--- config.mk ---
export PLATFORM = sky130hd
export DESIGN_NAME = therm_n1_prefetch
export DESIGN_NICKNAME = d
export VERILOG_FILES = /design/src/rtl/therm_n1_pkg.sv /design/src/rtl/therm_n1_sync_fifo.sv /design/src/rtl/therm_n1_prefetch.sv
export SDC_FILE = /design/constraint.sdc
export NUM_CORES = 1
export LEC_CHECK = 0
export CORE_MARGIN = 2
export CORE_UTILIZATION = 40
export CTS_CLUSTER_SIZE = 12
export DETAILED_ROUTE_END_ITERATION = 6
export HOLD_SLACK_MARGIN = 0.06
export SLEW_MARGIN = 25
export SYNTH_ARGS = -nofsm -noshare
export SYNTH_HDL_FRONTEND = slang
export SYNTH_SLANG_ARGS = --single-unit
--- constraint.sdc ---
create_clock -name clock -period 5.5 [get_ports clock]
set_clock_uncertainty 0.05 [all_clocks]
set_input_delay 1.1 -clock clock [delete_from_list [all_inputs] [get_ports clock]]
set_output_delay 1.1 -clock clock [all_outputs]
set_load 0.02 [all_outputs]
--- src/rtl/therm_n1_pkg.sv ---
// Shared ThermN1 types: instruction/address words, prefetch FSM states and
// the buffered {pc, inst} entry carried from memory to decode.
package therm_n1_pkg;

  typedef logic [31:0] word;
  typedef logic [63:0] addr_t;

  localparam int unsigned THERM_N1_INST_BYTES = 4;

  typedef enum logic {
    PF_RUN   = 1'b0,
    PF_FAULT = 1'b1
  } pf_state_e;

  typedef struct packed {
    addr_t pc;
    word   inst;
  } pf_entry_t;

endpackage

--- src/rtl/therm_n1_sync_fifo.sv ---
// Synchronous FIFO with flush; DEPTH must be a power of two. Flush wins over
// push and pop in the same cycle.
module therm_n1_sync_fifo #(
  parameter int unsigned WIDTH = 96,
  parameter int unsigned DEPTH = 4
) (
  input  logic                         clock,
  input  logic                         reset_neg,
  input  logic                         flush_i,
  input  logic                         push_i,
  input  logic [WIDTH-1:0]             push_data_i,
  input  logic                         pop_i,
  output logic [WIDTH-1:0]             head_data_o,
  output logic                         empty_o,
  output logic [$clog2(DEPTH+1)-1:0]   count_o
);

  localparam int unsigned AW = $clog2(DEPTH);
  localparam int unsigned CW = $clog2(DEPTH + 1);

  logic [WIDTH-1:0] mem_q [DEPTH];
  logic [AW-1:0]    rd_ptr_q, wr_ptr_q;
  logic [CW-1:0]    count_q;
  logic             do_push, do_pop;

  assign do_pop  = pop_i && (count_q != '0) && !flush_i;
  assign do_push = push_i && !flush_i && ((count_q != CW'(DEPTH)) || do_pop);

  // Pointers wrap naturally because DEPTH is a power of two.
  always_ff @(posedge clock or negedge reset_neg) begin
    if (!reset_neg) begin
      rd_ptr_q <= '0;
      wr_ptr_q <= '0;
      count_q  <= '0;
      for (int i = 0; i < int'(DEPTH); i++) begin
        mem_q[i] <= '0;
      end
    end else if (flush_i) begin
      rd_ptr_q <= '0;
      wr_ptr_q <= '0;
      count_q  <= '0;
    end else begin
      if (do_push) begin
        mem_q[wr_ptr_q] <= push_data_i;
        wr_ptr_q        <= wr_ptr_q + AW'(1);
      end
      if (do_pop) begin
        rd_ptr_q <= rd_ptr_q + AW'(1);
      end
      count_q <= count_q + CW'(do_push) - CW'(do_pop);
    end
  end

  assign head_data_o = mem_q[rd_ptr_q];
  assign empty_o     = (count_q == '0);
  assign count_o     = count_q;

endmodule

--- src/rtl/therm_n1_prefetch.sv ---
// ThermN1 instruction prefetch: owns the PC, issues credit-limited word fetches
// and buffers responses for decode. THERM_N1_PREFETCH_ALIGN_CHECK_EN enables
// the misaligned-redirect fault state.
module therm_n1_prefetch
  import therm_n1_pkg::*;
#(
  parameter int unsigned DEPTH    = 4,
  parameter addr_t       RESET_PC = 64'h0
) (
  input  logic  clock,
  input  logic  reset_neg,
  output logic  mem_req_valid,
  input  logic  mem_req_ready,
  output addr_t mem_req_addr,
  input  logic  mem_rsp_valid,
  input  word   mem_rsp_data,
  input  logic  redirect_valid,
  input  addr_t redirect_pc,
  output logic  inst_valid,
  input  logic  inst_ready,
  output word   inst_data,
  output addr_t inst_pc,
  output logic  misalign_fault
);

  localparam int unsigned CW = $clog2(DEPTH + 1);
  localparam int unsigned SW = CW + 1;
  localparam int unsigned EW = $bits(pf_entry_t);

  pf_state_e     state_q, state_d;
  addr_t         pc_q, pc_d;
  addr_t         tail_pc_q, tail_pc_d;
  logic [CW-1:0] outst_q, outst_d;
  logic [CW-1:0] discard_q, discard_d;
  logic [CW-1:0] fifo_count;
  logic          fifo_empty;
  logic          req_fire, push, pop;
  logic          redir_misalign;
  addr_t         redir_pc;
  pf_entry_t     push_entry, head_entry;

`ifdef THERM_N1_PREFETCH_ALIGN_CHECK_EN
  assign redir_pc       = redirect_pc;
  assign redir_misalign = (redirect_pc[1:0] != 2'b00);
  assign misalign_fault = (state_q == PF_FAULT);
`else
  logic unused_redirect_lsb;
  assign unused_redirect_lsb = ^redirect_pc[1:0];
  assign redir_pc            = {redirect_pc[63:2], 2'b00};
  assign redir_misalign      = 1'b0;
  assign misalign_fault      = 1'b0;
`endif

  // Buffered plus in-flight words never exceed DEPTH, so the FIFO cannot overflow.
  assign mem_req_valid = reset_neg && (state_q == PF_RUN) && !redirect_valid &&
                         ((SW'(fifo_count) + SW'(outst_q)) < SW'(DEPTH));
  assign mem_req_addr  = pc_q;
  assign req_fire      = mem_req_valid && mem_req_ready;

  assign push = mem_rsp_valid && (discard_q == '0) && !redirect_valid &&
                (state_q == PF_RUN);
  assign pop  = inst_valid && inst_ready;

  assign push_entry = '{pc: tail_pc_q, inst: mem_rsp_data};

  always_ff @(posedge clock or negedge reset_neg) begin
    if (!reset_neg) begin
      state_q   <= PF_RUN;
      pc_q      <= RESET_PC;
      tail_pc_q <= RESET_PC;
      outst_q   <= '0;
      discard_q <= '0;
    end else begin
      state_q   <= state_d;
      pc_q      <= pc_d;
      tail_pc_q <= tail_pc_d;
      outst_q   <= outst_d;
      discard_q <= discard_d;
    end
  end

  // tail_pc tracks the PC of the next response that will actually be kept.
  always_comb begin
    state_d   = state_q;
    pc_d      = pc_q;
    tail_pc_d = tail_pc_q;
    outst_d   = outst_q + CW'(req_fire) - CW'(mem_rsp_valid);
    discard_d = discard_q;

    if (req_fire) begin
      pc_d = pc_q + 64'(THERM_N1_INST_BYTES);
    end
    if (push) begin
      tail_pc_d = tail_pc_q + 64'(THERM_N1_INST_BYTES);
    end
    if (mem_rsp_valid && (discard_q != '0)) begin
      discard_d = discard_q - CW'(1);
    end

    if (redirect_valid) begin
      pc_d      = redir_pc;
      tail_pc_d = redir_pc;
      discard_d = outst_q - CW'(mem_rsp_valid);
      state_d   = redir_misalign ? PF_FAULT : PF_RUN;
    end
  end

  therm_n1_sync_fifo #(
    .WIDTH (EW),
    .DEPTH (DEPTH)
  ) u_fifo (
    .clock       (clock),
    .reset_neg   (reset_neg),
    .flush_i     (redirect_valid),
    .push_i      (push),
    .push_data_i (push_entry),
    .pop_i       (pop),
    .head_data_o (head_entry),
    .empty_o     (fifo_empty),
    .count_o     (fifo_count)
  );

  assign inst_valid = !fifo_empty;
  assign inst_data  = head_entry.inst;
  assign inst_pc    = head_entry.pc;

endmodule

==> flow_metrics.tcl, run 1 <==
set metrics [dict create \
    post-cts-setup-buffers 0 \
    root_buffer "clkbuf_16" \
    grt_max_degree 189 \
    die_x_um 253.3 \
    drt_iter0_drc 1186 \
    row_count 91 \
    gp_congestion 0.8704 \
    crit_arrival_ns 3.09 \
    post-route-period-util 0.7701 \
    syn_inst 1935 \
    syn_area_per_cell_um2 12.85 \
    async_flop_share 1.000 \
    fmax_ghz 0.2361 \
    drive_gt1_frac 0.2919 \
    synth_cell_types 64 \
    cts_buffer_depth 3 \
    power_frac_clock 0.283 \
    worstSetupPathType "reg -> out" \
    first_pass_iters 6 \
    grt_pass1_wl_mm 107.5 \
    swShare 0.3156 \
    ctsHoldBuffers 0 \
    synth_flop_cell "dfrtp_1" \
    numPortBuffers 257 \
    post-route-util 0.4906 \
    yosysMostFrequentCell "dfrtp_1" \
    r2r_slack_ns 2.28 \
    status "completed" \
    crit_path_end_kind "output pin" \
    hold_viol 0 \
    min_path_type "in -> async" \
    syn_to_final_growth_pct 21.56 \
    worstPathMaxFanout 40 \
    tightest_slew_ns 0.9442 \
    required_ns 4.35 \
    whs_ns 0.4040 \
    p_sw_w 0.004306 \
    antenna_found_initial 3 \
    synth-xor-area-share 0.02044 \
    yosysTopAreaCellShare 0.5164 \
    wl_per_cell_um 22.84 \
    via_per_inst 5.746 \
    finalNetCount 2262 \
    min_period_ns 4.236 \
    overflow 0 \
    synth_top_family_by_area "multiplexers" \
    p_leak_nw 12.70 \
    cp-startpoint "u_fifo.rd_ptr_q[0]" \
    setup_tns_ns 0 \
    p_comb_frac 0.330 \
    grt.total_usage 0.2168 \
    vdd_drop_max_mv 0.2557 \
    final_max_slew_viol_count 0 \
    synth_mux_area_frac 0.2664 \
    p_seq_frac 0.387 \
    die_area_mm2 0.06415 \
    synthAdderAreaFrac 0.009664 \
    post-route-drc-count 0 \
    synth_seq_area_share 0.5164 \
    synth_edf_count 0 \
    routed_wl_mm 69.14 \
    intPower_w 0.009336 \
    ys_seq_elements 513 \
    cts.sinks 513 \
    postRouteAntennaNets 0 \
    cts_made_buffers 57 \
    synthTopCellsByArea "dfrtp_1 (52%), mux2_2 (18%), mux4_2 (8.5%)" \
    maxCapViolations 0 \
    ys_warn_count 0 \
    dp_hpwl_mm 45.79 \
    synth_compound_area_frac 0.04686 \
    r2r_start "tail_pc_q[28]" \
    reg2reg_to "tail_pc_q[60]" \
    initial_core_util 0.4035 \
    chipHeight_um 253.3 \
    htree_levels 2 \
    grt_pass1_vias 17783 \
    synthTopCellsByCount "dfrtp_1 (513), mux2_2 (393), nand2_1 (102)" \
    setup_violations 0 \
    power.density_mw_per_mm2 451.4 \
    io-pin-count 265 \
    slew_headroom 0.3705 \
    cts_tree "yes" \
    clk_pin_slew_worst_paths_ns 0.06 \
    ctsResizeCount 0 \
    cp-start-kind "flop" \
    yosys.area.top_type "dfrtp_1" \
    synthSimpleGateAreaFrac 0.1097 \
    worst_r2r_path_depth 5 \
    synth_area_mm2 0.02486 \
    rsz0062_at_grt "false" \
    core_region_area_mm2 0.06160 \
    dr_total_vias 17393 \
    clk_latency_ns 0.61 \
]
[per-stage QoR]
stage          setup slack, ns  instance area [um^2]  instances  power (W)
6_report                 1.264                 30220       3027    0.01364
3_3_place_gp             1.263                 28270       2919   0.009766
5_1_grt                  1.075                 30210       3023    0.01434
4_1_cts                  1.140                 30160       3022    0.01382
2_1_floorplan            1.993                 24870       1939   0.007855
3_5_place_dp             1.233                 28270       2919   0.009903
[critical path, stage by stage, from the launching register on]
cell and delay [ns]:
dfrtp_4 0.84, buf_12 0.41, mux4_2 0.63, clkdlybuf4s50_1 0.58
[cells by family (layout without fill, tap and decap cells)]
| logic type | Yosys count | after routing |
|---|---|---|
| xor+xnor | 58 | 58 |
| mux | 495 | 495 |
| other cells | 1 | 9 |
| flops | 513 | 513 |
| simple gates | 490 | 490 |
| buf+inv | 183 | 430 |
| compound gates | 177 | 177 |
| fa+ha+maj | 18 | 18 |
[layer usage]
layer | vias up | GRT usage | part of all wire
li1 | 7660 | - | -
met1 | 9090 | 0.3013 | 0.45
met2 | 542 | 0.3417 | 0.47
met3 | 101 | 0.04698 | 0.061
met4 | 0 | 0.06323 | 0.025
met5 | - | 0 | 0
[area by class of cell]
class | count | area (um^2)
diodes | 4 | 10.01
clock buffers | 89 | 1717
clock inverters | 14 | 173.9
fillers | 5367 | 31380
inverters | 40 | 150.1
multi-input cells | 1243 | 11310
flip-flops and latches | 513 | 12840
well taps | 837 | 1047
repair buffers | 287 | 2965
[sequential cells by signal, indices dropped and copies added, names as in the netlist]
register and cells:
discard_q 3, mem_req_addr 62, outst_q 3, tail_pc_q 62, u_fifo.count_o 3, u_fifo.mem_q 376, u_fifo.rd_ptr_q 2, u_fifo.wr_ptr_q 2
[power by group through the flow]
| stage | Clock, W | Sequential, W | Combinational, W |
|---|---|---|---|
| 3_5_place_dp | 0 | 0.00533 | 0.00457 |
| 2_1_floorplan | 0 | 0.00508 | 0.00278 |
| 5_1_grt | 0.00412 | 0.00540 | 0.00482 |
| 3_3_place_gp | 0 | 0.00527 | 0.00450 |
| 4_1_cts | 0.00396 | 0.00528 | 0.00458 |
| 6_report | 0.00386 | 0.00528 | 0.00450 |
[worst max-delay path by stage]
stage	endpoint	slack (ns)	depth (start not counted)
6_report	inst_pc[20]	1.26	3
3_5_place_dp	u_fifo.mem_q[178]	1.23	6
4_1_cts	inst_pc[23]	1.14	3
5_1_grt	inst_pc[20]	1.08	3
2_1_floorplan	u_fifo.count_o[2]	1.99	12
3_3_place_gp	u_fifo.mem_q[170]	1.26	6
[cell usage in the layout, fill, tap and decap left out, types with 6 or more instances in the layout]
cell type          n
o311ai_0          12
nand3_1           82
nor4_1            29
a31oi_1           25
o211ai_1          33
mux4_2            94
a21oi_1           13
buf_4             17
a22oi_1            6
xnor2_1           29
mux2_2           393
nor2_1            51
nand4_1           76
dfrtp_1          511
clkbuf_1          15
nor3_1            18
inv_1             38
nor4_2             6
o21ai_0           59
nand2_1          102
clkinv_2           9
clkbuf_8          17
clkbuf_16         57
clkdlybuf4s50_1  255
mux2i_1            8
and3_1            16
ha_1              16
o31a_1            11
and2_1            15
and4_1             8
xor2_1            29
or3_1             17
buf_12            11
nor2b_1            7
or4_1             23
No activity file was read; power rests on OpenSTA's default activity.
==> inputs of run 2 (changes only) <==
==> constraint.sdc (replaced) <==
create_clock -name clock -period 3.65 [get_ports clock]
set_clock_uncertainty 0.05 [all_clocks]
set_input_delay 0.73 -clock clock [delete_from_list [all_inputs] [get_ports clock]]
set_output_delay 0.73 -clock clock [all_outputs]
set_load 0.02 [all_outputs]
==> flow_metrics.tcl, run 2 (synthesized netlist as in run 1, its figures left out) <==
set metrics [dict create \
    status "completed" \
    post-route-period-util 0.9480 \
    p_leak_nw 12.83 \
    io-pin-count 265 \
    largest_register_ff_count 376 \
    crit_arrival_ns 2.68 \
    routed_wl_mm 68.30 \
    via_per_inst 5.660 \
    crit_end "inst_pc[22]" \
    dr_total_vias 17240 \
    grt_pass1_vias 17884 \
    placed_area_mm2 0.02843 \
    numPortBuffers 257 \
    die_x_um 253.3 \
    final_common_cell "dfrtp_1" \
    fmax_ghz 0.2890 \
    rsz0062_at_grt "false" \
    worstPathCellList "buf_4, mux4_2, clkdlybuf4s50_1" \
    cp_num_cells 3 \
    clk_pin_slew_worst_paths_ns 0.06 \
    maxCapViolations 0 \
    cts_made_buffers 57 \
    antenna_found_initial 2 \
    slew_headroom 0.3344 \
    final_cell_count_no_fill 3046 \
    overflow 0 \
    largest-register "u_fifo.mem_q" \
    clk_latency_ns 0.62 \
    cts_tree "yes" \
    critical_path.top_delay_family "buffers and inverters" \
    power.total_w 0.02085 \
    reg2reg_to "tail_pc_q[63]" \
    final_cell_area_mm2 0.03046 \
    vdd_drop_max_mv 0.4423 \
    die_area_mm2 0.06415 \
    core_region_area_mm2 0.06160 \
    final_cell_mix "dfrtp_1 (511), mux2_2 (393), clkdlybuf4s50_1 (255)" \
    setup_tns_ns 0 \
    grt.total_usage 0.2138 \
    grt_max_degree 149 \
    worstPathMaxFanout 30 \
    post-route-drc-count 0 \
    dp.cells 2935 \
    worstSetupPathType "reg -> out" \
    crit_path_end_kind "output pin" \
    tightest_slew_ns 0.9845 \
    slowest_stage "dfrtp_4" \
    wl_per_cell_um 22.42 \
    finalNetCount 2282 \
    power.density_mw_per_mm2 684.4 \
    first_pass_iters 5 \
    cp-start-kind "flop" \
    initial_core_util 0.4035 \
    chipHeight_um 253.3 \
    path_buf_inv 2 \
    postRouteAntennaNets 0 \
    syn_to_final_growth_pct 22.53 \
    grt_pass1_wl_mm 106.0 \
    slowest_delay_ns 0.78 \
    min_period_ns 3.460 \
    r2r_slack_ns 0.83 \
    worst_r2r_path_depth 5 \
    setup_violations 0 \
    row_count 91 \
    final_max_slew_viol_count 0 \
    min_path_type "in -> async" \
    cp-startpoint "u_fifo.rd_ptr_q[1]" \
    htree_levels 2 \
    gp_congestion 0.9208 \
    required_ns 2.87 \
    r2r_start "tail_pc_q[33]" \
    drt_iter0_drc 1149 \
    dp_hpwl_mm 46.18 \
    cts.sinks 513 \
    cts_buffer_depth 3 \
    root_buffer "clkbuf_16" \
    drive_gt1_frac 0.2995 \
    hold_viol 0 \
]
-- run 2: changes by cell type in the layout (fill, tap and decap cells not counted), sizes merged --
cell and change:
bufinv +2, clkbuf -6, diode -2, clkinv -2, inv +3, buf +20
clkinvlp +4
-- run 2: worst min path at each step --
stage | end | slack [ns]
finish | u_fifo.mem_q[279] | 0.20
global route | u_fifo.mem_q[279] | 0.25
CTS | u_fifo.mem_q[375] | 0.21
detailed placement | u_fifo.mem_q[106] | 0.44
global placement | u_fifo.mem_q[123] | 0.43
floorplan | discard_q[0] | 0.38
-- run 2: power by group --
part / internal [W] / switching, W / leakage, nW
clock network: 0.00360 / 0.00238 / 0.959
logic: 0.00377 / 0.00322 / 5.19
registers: 0.00691 / 0.000954 / 6.68
-- run 2: cell type report --
type	instances	area, um^2
Tap cell	837	1047
Timing Repair Buffer	307	3149
Fill cell	5341	31140
Antenna cell	2	5.005
Inverter	40	150.1
Clock inverter	21	291.5
Sequential cell	513	12840
Clock buffer	83	1674
Multi-Input combinational cell	1243	11300
-- run 2: stage by stage --
step	setup WS, ns	hold slack, ns	utilization
after floorplan	0.5132	0.3844	-
after global placement	0.4251	0.4332	0.4615
after detailed placement	0.4175	0.4405	0.4616
after CTS	0.08868	0.2136	0.4943
after global routing	0.08164	0.2506	0.4944
final	0.1898	0.1988	0.4945
-- run 2: what timing repair did --
item                       in CTS  in global routing
hold buffers                    0                  0
resized for setup               0                  0
setup endpoints to repair       9                  0
setup buffers                   5                  0
-- run 2: metal layers --
layer | routed length (um) | global-route usage
met1 | 30610 | 0.2943
met2 | 31870 | 0.3396
met3 | 3834 | 0.04389
met4 | 1978 | 0.06830
met5 | 0 | 0
==> inputs of run 3 (changes only) <==
--- a/config.mk
+++ b/config.mk
@@ -5,11 +5,14 @@
 export SDC_FILE = /design/constraint.sdc
 export NUM_CORES = 1
 export LEC_CHECK = 0
+export CELL_PAD_IN_SITES_DETAIL_PLACEMENT = 1
+export CELL_PAD_IN_SITES_GLOBAL_PLACEMENT = 2
 export CORE_MARGIN = 2
-export CORE_UTILIZATION = 40
+export CORE_UTILIZATION = 36
 export CTS_CLUSTER_SIZE = 12
 export DETAILED_ROUTE_END_ITERATION = 6
 export HOLD_SLACK_MARGIN = 0.06
+export PLACE_DENSITY_LB_ADDON = 0.1
 export SLEW_MARGIN = 25
 export SYNTH_ARGS = -nofsm -noshare
 export SYNTH_HDL_FRONTEND = slang
==> flow_metrics.tcl, run 3 (synthesized netlist as in run 1, its figures left out) <==
set metrics [dict create \
    status "completed" \
    final_cell_count_no_fill 3103 \
    io-pin-count 265 \
    setup_violations 0 \
    syn_to_final_growth_pct 24.27 \
    ctsResizeCount 0 \
    fill_cells 6927 \
    post-route-period-util 0.9353 \
    core_region_area_mm2 0.06847 \
    grt_pass1_wl_mm 118.3 \
    r2r_slack_ns 0.74 \
    post-route-drc-count 0 \
    clk_pin_slew_worst_paths_ns 0.06 \
    largest_register_ff_count 376 \
    die_area_mm2 0.07117 \
    worstPathMaxFanout 36 \
    final_cell_mix "dfrtp_1 (511), mux2_2 (393), clkdlybuf4s50_1 (255)" \
    root_buffer "clkbuf_16" \
    overflow 0 \
    drt_iter0_drc 840 \
    grt_pass1_vias 18825 \
    fmax_ghz 0.2929 \
    required_ns 2.87 \
    clk_latency_ns 0.62 \
    tightest_slew_ns 0.8269 \
    worst_r2r_path_depth 5 \
    final_common_cell "dfrtp_1" \
    vdd_drop_max_mv 0.3514 \
    grt.total_usage 0.2170 \
    grt_max_degree 160 \
    p_leak_nw 13.01 \
    row_count 96 \
    drive_gt1_frac 0.3050 \
    cts_tree "yes" \
    via_per_inst 5.582 \
    power.density_mw_per_mm2 689.8 \
    cts_buffer_depth 3 \
    dp.cells 2992 \
    worstSetupPathType "reg -> out" \
    hold_viol 0 \
    post-cts-setup-buffers 0 \
    r2r_start "tail_pc_q[33]" \
    largest-register "u_fifo.mem_q" \
    slew_headroom 0.4467 \
    cp-start-kind "flop" \
    postRouteAntennaNets 0 \
    gp_congestion 0.8002 \
    maxCapViolations 0 \
    initial_core_util 0.3631 \
    dp_hpwl_mm 51.94 \
    rsz0062_at_grt "false" \
    die_x_um 266.8 \
    min_period_ns 3.414 \
    dr_total_vias 17322 \
    setup_tns_ns 0 \
    finalNetCount 2293 \
    power.total_w 0.02131 \
    routed_wl_mm 76.26 \
    wl_per_cell_um 24.58 \
    crit_path_end_kind "output pin" \
    cts.sinks 513 \
    numPortBuffers 257 \
    antenna_found_initial 4 \
    crit_arrival_ns 2.63 \
    whs_ns 0.4339 \
    reg2reg_to "tail_pc_q[60]" \
    first_pass_iters 4 \
    htree_levels 2 \
    chipHeight_um 266.8 \
    min_path_type "in -> async" \
    cts_made_buffers 59 \
    final_max_slew_viol_count 0 \
]
[run 3: cell count changes in the layout (fill, tap and decap cells not counted), moves of 2 or more]
cell | before | now
bufinv_16 | 6 | 8
buf_6 | 3 | 0
buf_12 | 15 | 24
clkbuf_1 | 11 | 7
clkbuf_8 | 15 | 19
clkbuf_16 | 57 | 60
[run 3: metrics by stage]
stage / instance area (um^2) / worst slack, ns / util
after global placement: 28700 / 0.3277 / 0.4192
after CTS: 30860 / 0.1329 / 0.4507
after global routing: 30890 / 0.1237 / 0.4511
after detailed placement: 28700 / 0.3785 / 0.4192
after floorplan: 24870 / 0.5132 / -
final: 30890 / 0.2363 / 0.4512
[run 3: per-layer routing]
| layer | track usage | wire [um] | vias to the layer above |
|---|---|---|---|
| met5 | 0 | 34 | - |
| met3 | 0.03331 | 3185 | 88 |
| met1 | 0.3073 | 35350 | 9203 |
| met4 | 0.05314 | 1468 | 4 |
| met2 | 0.3496 | 36220 | 331 |
| li1 | - | - | 7696 |
[run 3: what timing repair did]
| item | in CTS | in global routing |
|---|---|---|
| hold endpoints to repair | 1 | 0 |
| setup endpoints to repair | 0 | 0 |
| hold buffers | 1 | 0 |
[run 3: how the worst max path moves through the flow]
stage	startpoint	end	slack, ns
2_1_floorplan	redirect_valid	u_fifo.count_o[2]	0.51
3_3_place_gp	mem_rsp_valid	tail_pc_q[63]	0.33
3_5_place_dp	mem_rsp_valid	tail_pc_q[63]	0.38
4_1_cts	u_fifo.rd_ptr_q[0]	inst_pc[36]	0.13
5_1_grt	u_fifo.rd_ptr_q[0]	inst_pc[36]	0.12
6_report	u_fifo.rd_ptr_q[0]	inst_pc[40]	0.24
[run 3: cell type report]
class / count / area [um^2] / share of cell area
well taps: 882 / 1104 / 0.03573
clock buffers: 86 / 1789 / 0.05792
diodes: 1 / 2.502 / 0.00008101
clock inverters: 22 / 361.6 / 0.01171
repair buffers: 316 / 3341 / 0.1081
flip-flops and latches: 513 / 12840 / 0.4158
multi-input cells: 1243 / 11300 / 0.3657
inverters: 40 / 150.1 / 0.004861
[run 3: worst max-delay path: stages, from the launching register on]
cell,delay (ns)
dfrtp_4,0.47
buf_12,0.30
mux4_2,0.61
clkdlybuf4s50_1,0.60
[run 3: where the power goes]
part / switching [W] / total [W] / internal (W)
registers: 0.000966 / 0.00788 / 0.00691
logic: 0.00325 / 0.00698 / 0.00373
clock network: 0.00249 / 0.00645 / 0.00396
total: 0.00671 / 0.0213 / 0.0146
